<file path="src/rtl/countdown_timer.sv">
// countdown_timer: loadable MM:SS down-counter with start/pause, reload, clear
// and alarm-acknowledge control.
//
// Counts a preset duration down by one second per `tick` strobe. Reaching 00:00
// from a running count sets the sticky `alarm` flag and pulses `done` for one
// cycle. Control inputs resolve by priority clear > load > start > tick; `ack`
// acts alongside that chain and only clears the alarm (plus EXPIRED -> IDLE).
//
// Build option:
//   COUNTDOWN_AUTO_RELOAD_EN - when defined, expiry reloads the count from the
//   reload register and keeps running (EXPIRED only if the reload value is
//   00:00); `ack` then only clears the alarm.
//
// Parameters:
//   MIN_W    width of the minutes field
//   MAX_MIN  largest loadable minute value (must be < 2**MIN_W)
//
// Ports:
//   clk       system clock
//   reset     asynchronous active-high reset
//   tick      one-cycle count enable (1 Hz strobe)
//   load      capture load_min/load_sec as count and reload value
//   load_min  preset minutes
//   load_sec  preset seconds
//   start     one-cycle start/pause toggle
//   clear     abort to IDLE with count and reload value zeroed
//   ack       acknowledge/silence alarm
//   min       current minutes
//   sec       current seconds, 0..59
//   running   high while in RUN
//   alarm     sticky expiry flag
//   done      one-cycle expiry pulse
module countdown_timer #(
    parameter int unsigned MIN_W   = 7,
    parameter int unsigned MAX_MIN = 99
) (
    input  logic             clk,
    input  logic             reset,
    input  logic             tick,
    input  logic             load,
    input  logic [MIN_W-1:0] load_min,
    input  logic [5:0]       load_sec,
    input  logic             start,
    input  logic             clear,
    input  logic             ack,
    output logic [MIN_W-1:0] min,
    output logic [5:0]       sec,
    output logic             running,
    output logic             alarm,
    output logic             done
);

    typedef enum logic [1:0] {
        StIdle,
        StRun,
        StPause,
        StExpired
    } state_e;

    localparam logic [5:0]       SecMax = 6'd59;
    localparam logic [MIN_W-1:0] MinMax = MIN_W'(MAX_MIN);
    localparam logic [MIN_W-1:0] MinOne = MIN_W'(1);

    state_e           state_q, state_d;
    logic [MIN_W-1:0] min_q, min_d;
    logic [5:0]       sec_q, sec_d;
    logic [MIN_W-1:0] rmin_q, rmin_d;
    logic [5:0]       rsec_q, rsec_d;
    logic             alarm_q, alarm_d;
    logic             done_q, done_d;
    logic             running_q, running_d;

    logic [MIN_W-1:0] load_min_c;
    logic [5:0]       load_sec_c;
    logic [MIN_W-1:0] dec_min;
    logic [5:0]       dec_sec;
    logic             count_zero;
    logic             count_one;
    logic             expire;

    // Out-of-range presets saturate rather than wrap.
    assign load_sec_c = (load_sec > SecMax) ? SecMax : load_sec;
    assign load_min_c = (load_min > MinMax) ? MinMax : load_min;

    assign count_zero = (min_q == '0) && (sec_q == '0);
    assign count_one  = (min_q == '0) && (sec_q == 6'd1);

    // One-second decrement with borrow from minutes. Only used when the count
    // is non-zero, so the minute borrow can never underflow.
    always_comb begin
        dec_min = min_q;
        dec_sec = sec_q;
        if (sec_q != '0) begin
            dec_sec = sec_q - 6'd1;
        end else begin
            dec_sec = SecMax;
            dec_min = min_q - MinOne;
        end
    end

    always_comb begin
        state_d = state_q;
        min_d   = min_q;
        sec_d   = sec_q;
        rmin_d  = rmin_q;
        rsec_d  = rsec_q;
        alarm_d = alarm_q;
        expire  = 1'b0;

        // ack sits outside the priority chain; whatever the chain does below
        // overrides it, which lets a same-cycle expiry keep the alarm set.
        if (ack) begin
            alarm_d = 1'b0;
`ifndef COUNTDOWN_AUTO_RELOAD_EN
            if (state_q == StExpired) begin
                state_d = StIdle;
            end
`endif
        end

        if (clear) begin
            min_d   = '0;
            sec_d   = '0;
            rmin_d  = '0;
            rsec_d  = '0;
            alarm_d = 1'b0;
            state_d = StIdle;
        end else if (load) begin
            min_d  = load_min_c;
            sec_d  = load_sec_c;
            rmin_d = load_min_c;
            rsec_d = load_sec_c;
            if (state_q == StExpired) begin
                state_d = StIdle;
            end
        end else if (start) begin
            case (state_q)
                StIdle: begin
                    if (!count_zero) begin
                        state_d = StRun;
                    end
                end
                StRun:   state_d = StPause;
                StPause: state_d = StRun;
                default: ;
            endcase
        end else if (tick && (state_q == StRun) && !count_zero) begin
            min_d = dec_min;
            sec_d = dec_sec;
            if (count_one) begin
                expire  = 1'b1;
                alarm_d = 1'b1;
`ifdef COUNTDOWN_AUTO_RELOAD_EN
                if ((rmin_q != '0) || (rsec_q != '0)) begin
                    min_d = rmin_q;
                    sec_d = rsec_q;
                end else begin
                    state_d = StExpired;
                end
`else
                state_d = StExpired;
`endif
            end
        end

        done_d    = expire;
        running_d = (state_d == StRun);
    end

    always_ff @(posedge clk or posedge reset) begin
        if (reset) begin
            state_q   <= StIdle;
            min_q     <= '0;
            sec_q     <= '0;
            rmin_q    <= '0;
            rsec_q    <= '0;
            alarm_q   <= 1'b0;
            done_q    <= 1'b0;
            running_q <= 1'b0;
        end else begin
            state_q   <= state_d;
            min_q     <= min_d;
            sec_q     <= sec_d;
            rmin_q    <= rmin_d;
            rsec_q    <= rsec_d;
            alarm_q   <= alarm_d;
            done_q    <= done_d;
            running_q <= running_d;
        end
    end

    assign min     = min_q;
    assign sec     = sec_q;
    assign running = running_q;
    assign alarm   = alarm_q;
    assign done    = done_q;

`ifndef SYNTHESIS
    a_sec_range: assert property (@(posedge clk) disable iff (reset) sec_q <= SecMax);
    a_min_range: assert property (@(posedge clk) disable iff (reset) min_q <= MinMax);
    a_done_alarm: assert property (@(posedge clk) disable iff (reset) done_q |-> alarm_q);
    a_running_state: assert property (@(posedge clk) disable iff (reset)
                                      running_q == (state_q == StRun));
`endif

endmodule

</file>
<file path="config.mk">
export PLATFORM = sky130hd
export DESIGN_NAME = countdown_timer
export DESIGN_NICKNAME = d
export VERILOG_FILES = /design/src/rtl/countdown_timer.sv
export SDC_FILE = /design/constraint.sdc
export NUM_CORES = 1
export LEC_CHECK = 0
export ABC_AREA = 0
export CAP_MARGIN = 20
export CORE_ASPECT_RATIO = 1.25
export CORE_UTILIZATION = 40
export DETAILED_ROUTE_END_ITERATION = 12
export PLACE_DENSITY = 0.74
export SYNTH_ARGS = -nofsm -noshare
export SYNTH_HDL_FRONTEND = slang
export SYNTH_SLANG_ARGS = --single-unit
</file>
<file path="constraint.sdc">
create_clock -name clk -period 2 [get_ports clk]
set_input_delay 0.4 -clock clk [delete_from_list [all_inputs] [get_ports clk]]
set_output_delay 0.4 -clock clk [all_outputs]
set_load 0.005 [all_outputs]
</file>
==> results of run 1 <==
==> logic make-up after synthesis <==
kind of cell,Yosys count
mux,1
fa+ha+maj,5
buf+inv,22
xor+xnor,7
compound gates,41
simple gates,48
flops,18
==> repair_timing <==
item / in CTS / in global routing
setup endpoints to repair: 7 / 12
endpoints found under the hold margin: 0 / 0
gates resized for setup: 2 / 3
setup buffers: 3 / 0
pin swaps: 2 / 2
==> how the worst max path moves through the flow <==
stage          slack, ns  endpoint  startpoint
2_1_floorplan      -0.06    sec[3]      min[3]
3_3_place_gp       -0.04    min[5]       start
3_5_place_dp       -0.10    min[5]       start
4_1_cts            -0.07    sec[0]      min[2]
5_1_grt            -0.11    sec[1]      min[2]
6_report           -0.08    sec[0]      min[2]
==> critical path, delay by kind of cell (launching register included) <==
kind / cells / cell delay, ns
flops: 1 / 0.39
simple gates: 2 / 1.09
compound gates: 3 / 0.50
==> state kept, by name, summed over array words and instances, names as in the netlist <==
| register | flops |
|---|---|
| done | 1 |
| min | 7 |
| state_q | 2 |
| alarm | 1 |
| sec | 6 |
| running | 1 |
==> synth_stat cells (2+ instances only) <==
cell	instances
a211oi_1	3
a21boi_0	2
a21oi_1	11
clkbuf_1	2
clkbuf_8	2
dfrtp_1	18
ha_1	5
inv_1	17
nand2_1	6
nand2b_1	2
nand4_1	2
nor2_1	16
nor3_1	6
nor4_1	2
o2111ai_1	2
o21a_1	4
o21ai_0	6
xnor2_1	2
xor2_1	5
==> cell type report <==
class	count	area share, %
Tap cell	36	2.44
Clock buffer	3	1.22
Multi-Input combinational cell	102	38.7
Sequential cell	18	24.4
Timing Repair Buffer	60	29.8
Inverter	17	3.45
==> where the power goes <==
| group | leakage [nW] | switching (W) | internal, W |
|---|---|---|---|
| clock | 0.0138 | 0.000115 | 0.0000701 |
| sequential | 0.236 | 0.0000276 | 0.000394 |
| combinational | 0.604 | 0.000183 | 0.000226 |
| total | 0.854 | 0.000325 | 0.000690 |
==> routing by layer <==
| layer | vias to the layer above | track usage [%] |
|---|---|---|
| li1 | 620 | - |
| met1 | 621 | 28.1 |
| met2 | 42 | 35.9 |
| met3 | 6 | 4.69 |
| met4 | 0 | 7.43 |
| met5 | - | 0 |
==> stage by stage <==
stage	setup slack, ns	power [W]	setup TNS [ns]	instances
5_1_grt	-0.111	0.00109	-0.636	236
2_1_floorplan	-0.0603	0.000615	-0.0603	142
6_report	-0.0771	0.00102	-0.333	236
4_1_cts	-0.0740	0.00101	-0.352	236
3_3_place_gp	-0.0395	0.000802	-0.127	230
3_5_place_dp	-0.102	0.000813	-0.641	230
==> reports/qor.csv, run 1 <==
stage,metric,value,unit
logic_synthesis,ys.warnings.count,0,
placed_design,numPortBuffers,35,
setup_path,criticalPathCategory,reg -> reg,
cells_and_area,fin_area,1850,sq um
logic_synthesis,syn_area_per_cell,8.84,sq um
timing,finalWorstSetupSlack,-0.0771,ns
logic_synthesis,synth_top_area_cell,dfrtp_1,
setup_path,critPathMaxFanout,6,
floorplan,dieArea,3370,sq um
global_route,grt_pass1_wl,5600,um
route,wirelength_met1,1440,um
logic_synthesis,dominantRegCellSynth,dfrtp_1,
global_route,grt_max_degree,28,
cells_and_area,multiInputGateArea,716,sq um
setup_path,cp.arrival,2.27,ns
power,p_leak,0.854,nW
cells_and_area,nNetsFinal,227,
run_status,failed_checks,setup timing,
clock_tree,cts_buffers,3,
logic_synthesis,syn_nets,167,
cells_and_area,fin_util,62.2,%
clock_tree,cts_sinks,18,
clock_tree,cts_max_level,1,
placed_design,gp_congestion,0.844,
floorplan,rows,22,
logic_synthesis,synth_compound_area_share,22.8,%
logic_synthesis,synth_area,1250,sq um
logic_synthesis,ys_seq_elements,18,
route,routedWlPerCell,13.9,um
logic_synthesis,synth-simple-area-share,21.8,%
cells_and_area,antenna_cells,0,
setup_path,r2r_end,sec[0],
route,drt_iter0_markers,39,
worst_hold_path,hold_path_class,in -> async,
global_route,gr-total-overflow,0,
route,via_per_inst,5.46,
route,drt_pass1_iterations,4,
global_route,antenna_found_initial,0,
floorplan,core_area,2970,sq um
timing,period_share,104,%
timing,max_freq,481,MHz
cells_and_area,layout_commonest_cell,clkdlybuf4s50_1,
clock_tree,clock_path_buffers,2,
route,drc,0,
route,routed_wl,3290,um
floorplan,start_util,42.2,%
setup_path,endpoint_kind,register,
cells_and_area,areaGrowthSynthToFinish,47.3,%
global_route,grt_pass1_vias,1275,
setup_path,r2r_slack,-0.08,ns
logic_synthesis,synth_edf_count,0,
route,route.met2.wl,1680,um
placed_design,hpwl,2530,um
logic_synthesis,synth_cell_types,48,
route,highest_layer,met4,
setup_path,cp_slowest_cell,or4_4,
cells_and_area,layout_common_cells,"35 x clkdlybuf4s50_1, 24 x buf_4, 18 x dfrtp_1",
logic_synthesis,synthCells,142,
setup_path,rr_worst_depth,5,
power,ir_drop,0.000326,V
timing,worst_pin_slew,0.373,ns
timing,slew_viol_final,0,
route,antenna_left,0,
logic_synthesis,synth_top_area_share,35.9,%
clock_tree,ctsRootBufferMaster,clkbuf_4,
setup_path,crit_required,2.20,ns
logic_synthesis,synth_top_family_by_area,compound AO/OA/AOI/OAI gates,
timing,fin_skew,0.000862,ns
route,num_vias,1289,
clock_tree,holdBufCountCts,0,
placed_design,place_area,1780,sq um
timing,fin_crit,2.08,ns
logic_synthesis,synthMuxAreaShare,0.798,%
floorplan,die_h,64.6,um
cells_and_area,register_area,450,sq um
setup_path,path_cells,or4_4 > or4b_4 > a21oi_4 > a2111oi_1 > a21o_2,
logic_synthesis,synthAdderAreaFrac,4.99,%
power,power_density,550,nW/um^2
setup_path,crit_path_start_kind,register,
timing,rsz0062_at_grt,true,
timing,hold-worst-slack,0.418,ns
global_route,grt.total_usage,22.0,%
timing,setup_viol,6,
job,maxCapViolCount,0,
floorplan,io_pins,36,
cells_and_area,num-fill-cells,254,
logic_synthesis,ys_seq_area_share,35.9,%
logic_synthesis,synth-async-reset-ratio,100,%
clock_tree,path_clk_slew,0.10,ns
route,dr_wl_met3,125,um
clock_tree,clkLatencyLatePin,0.29,ns
logic_synthesis,synth_area_leaders,"dfrtp_1 36%, inv_1 5.1%, ha_1 5.0%",
floorplan,die_w,52.1,um
logic_synthesis,synthXorXnorAreaFrac,4.89,%
run_status,status,"finished, violations left",
timing,relSlewSlack,74.9,%
clock_tree,cts_tree,yes,
cells_and_area,layout-drive-gt1-share,20.5,%
setup_path,critPathMaxStageDelay,0.57,ns
timing,hold_viol_final,0,
setup_path,r2r-start,min[2],
Note: power is estimated with default switching activity, not from simulation.
==> inputs of run 2 (changes only) <==
--- a/config.mk
+++ b/config.mk
@@ -7,10 +7,12 @@
 export LEC_CHECK = 0
 export ABC_AREA = 0
 export CAP_MARGIN = 20
+export CELL_PAD_IN_SITES_DETAIL_PLACEMENT = 0
+export CELL_PAD_IN_SITES_GLOBAL_PLACEMENT = 2
 export CORE_ASPECT_RATIO = 1.25
-export CORE_UTILIZATION = 40
+export CORE_UTILIZATION = 25
 export DETAILED_ROUTE_END_ITERATION = 12
-export PLACE_DENSITY = 0.74
+export PLACE_DENSITY = 0.78
 export SYNTH_ARGS = -nofsm -noshare
 export SYNTH_HDL_FRONTEND = slang
 export SYNTH_SLANG_ARGS = --single-unit
==> run 2 against run 1 <==
The flow still finishes with violations (setup timing). Critical path depth is the same. Wire length grew 9.8%. Cell count is 13% higher. Highest routed layer unchanged. Power grew 8.9%. Die area is 58% higher. Non-clock buffer count grew 6. Maximum frequency decreased by 1.1%. Hold slack better by 0.061 ns. Via count is 1.6% lower. Clock skew hardly changed. Largest cell class unchanged.
==> reports/qor.csv, run 2 (synthesized netlist as in run 1, its figures left out) <==
stage,metric,value,unit,change
setup_path,critPathCapture,sec[0],,
floorplan,io_pins,36,,unchanged
cells_and_area,layout_common_cells,"35 x clkdlybuf4s50_1, 30 x buf_4, 18 x dfrtp_1",,
setup_path,setup.worst_path.start,min[4],,
route,drt_iter0_markers,28,,-28%
timing,finalWorstSetupSlack,-0.0993,ns,-0.0222 ns
setup_path,r2r_slack,-0.1,ns,-0.02 ns
clock_tree,holdBufCountCts,0,,unchanged
placed_design,place_area,1860,sq um,+4.4%
placed_design,place_ws,-0.194,ns,-0.0916 ns
setup_path,critPathMaxStageDelay,0.57,ns,about the same
clock_tree,clkLatencyLatePin,0.25,ns,-0.04 ns
floorplan,core_area,4760,sq um,+60%
timing,period_share,105,%,+1.1 points
setup_path,r2r-start,min[4],,
global_route,gr-total-overflow,0,,unchanged
floorplan,rows,28,,+27%
setup_path,rr_worst_depth,5,,unchanged
cells_and_area,layout-drive-gt1-share,23.3,%,+2.8 points
clock_tree,clock_path_buffers,2,,unchanged
clock_tree,cts_max_level,1,,unchanged
power,internal_power,0.000764,W,+11%
cells_and_area,areaGrowthSynthToFinish,54.3,%,
global_route,grt_max_degree,19,,-32%
setup_path,crit_required,2.15,ns,-0.05 ns
timing,rsz0062_at_grt,true,,
timing,max_freq,476,MHz,-1.1%
power,power_density,571,nW/um^2,+3.9%
timing,relSlewSlack,77.8,%,+2.9 points
run_status,failed_checks,setup timing,,
timing,fin_crit,2.10,ns,+0.0222 ns
setup_path,endpoint_kind,register,,
placed_design,numPortBuffers,35,,unchanged
job,maxCapViolCount,0,,unchanged
cells_and_area,largest_reg_flops,7,,unchanged
route,drt_pass1_iterations,4,,unchanged
power,ir_drop,0.000222,V,-32%
power,p_leak,0.886,nW,+3.9%
route,via_per_inst,4.77,,-13%
floorplan,die_w,65.4,um,+25%
timing,fin_skew,0.00114,ns,+0.000277 ns
global_route,grt_pass1_vias,1317,,+3.3%
power,power.switching,0.000341,W,+4.9%
clock_tree,ctsRootBufferMaster,clkbuf_8,,
placed_design,gp_congestion,0.843,,-0.12%
route,num_vias,1268,,-1.6%
setup_path,criticalPathCategory,reg -> reg,,
floorplan,die_h,81.2,um,+26%
route,routedWlPerCell,13.6,um,-2.6%
timing,setup_viol,7,,+1
global_route,antenna_found_initial,0,,unchanged
setup_path,cp_slowest_cell,or4_4,,
global_route,grt_pass1_wl,5850,um,+4.4%
cells_and_area,fin_cells,266,,+13%
setup_path,critPathMaxFanout,6,,unchanged
placed_design,hpwl,2840,um,+12%
setup_path,crit_path_start_kind,register,,
power,power_frac_clock,23.5,%,+5.3 points
timing,worst_pin_slew,0.329,ns,-0.0437 ns
setup_path,cp.arrival,2.25,ns,-0.02 ns
power,p_comb_share,38.3,%,-2.0 points
timing,hold_viol_final,0,,unchanged
floorplan,start_util,26.3,%,-16 points
timing,slew_viol_final,0,,unchanged
route,drc,0,,unchanged
cells_and_area,fin_area,1940,sq um,+4.8%
cells_and_area,layout_commonest_cell,clkdlybuf4s50_1,,
cells_and_area,nNetsFinal,233,,+2.6%
route,antenna_left,0,,unchanged
clock_tree,path_clk_slew,0.07,ns,-0.03 ns
power,power_frac_seq,38.2,%,-3.3 points
run_status,status,"finished, violations left",,
clock_tree,cts_buffers,3,,unchanged
worst_hold_path,hold_path_class,in -> async,,
global_route,grt.total_usage,14.3,%,-7.7 points
clock_tree,cts_tree,yes,,
power,switching_share,30.9,%,-1.2 points
setup_path,r2r_end,sec[0],,
cells_and_area,antenna_cells,0,,unchanged
clock_tree,cts_sinks,18,,unchanged
setup_path,path_cells,or4_4 > or4b_4 > a21oi_4 > a2111oi_1 > a21o_2,,
route,routed_wl,3610,um,+9.8%
placed_design,dp.cells,262,,+14%
floorplan,dieArea,5310,sq um,+58%
run 2: layout make-up:
type / count / area (sq um)
repair buffers: 66 / 587
flip-flops and latches: 18 / 450
multi-input cells: 102 / 719
inverters: 17 / 63.8
clock buffers: 3 / 41.3
well taps: 60 / 75.1
fillers: 518 / 2830
run 2: layer usage:
metal	global-route usage (%)	share of wire [%]	vias to the layer above
met3	2.39	3.9	6
met4	5.65	2.3	0
met2	26.1	52	31
met1	16.2	42	599
met5	0	0	-
li1	-	-	632
run 2: per-stage QoR:
stage / setup TNS, ns / hold slack [ns] / total power (W) / util [%]
after global routing: -0.848 / 0.502 / 0.00117 / 40.7
after detailed placement: -1.01 / 0.470 / 0.000835 / 39.0
after CTS: -0.660 / 0.483 / 0.00111 / 40.4
after global placement: -0.690 / 0.464 / 0.000829 / 39.0
after floorplan: -0.0603 / 0.339 / 0.000615 / -
final: -0.424 / 0.478 / 0.00111 / 40.7
run 2: how the worst min path moves through the flow:
stage	start	end	slack, ns
after detailed placement	alarm	alarm	0.47
after global placement	alarm	alarm	0.46
after floorplan	reset	alarm	0.34
after global routing	alarm	alarm	0.50
final	reset	alarm	0.48
after CTS	reset	min[6]	0.48
run 2: critical path: cells and delay by family (launching register included):
family	cells	cell delay, ns
simple gates	2	1.08
compound gates	3	0.53
flops	1	0.38
run 2: timing repair:
action                     4_1_cts  5_1_grt
resized for setup                7        2
setup endpoints to repair        7        9
pin swaps                        2        3
buffers inserted                 1        0
run 2: power groups by stage:
stage                     clock network [W]  logic (W)  registers (W)
after floorplan                           0   0.000176       0.000439
after global placement                    0   0.000405       0.000424
after detailed placement                  0   0.000410       0.000425
after CTS                          0.000268   0.000423       0.000418
after global routing               0.000276   0.000465       0.000427
final                              0.000260   0.000423       0.000423
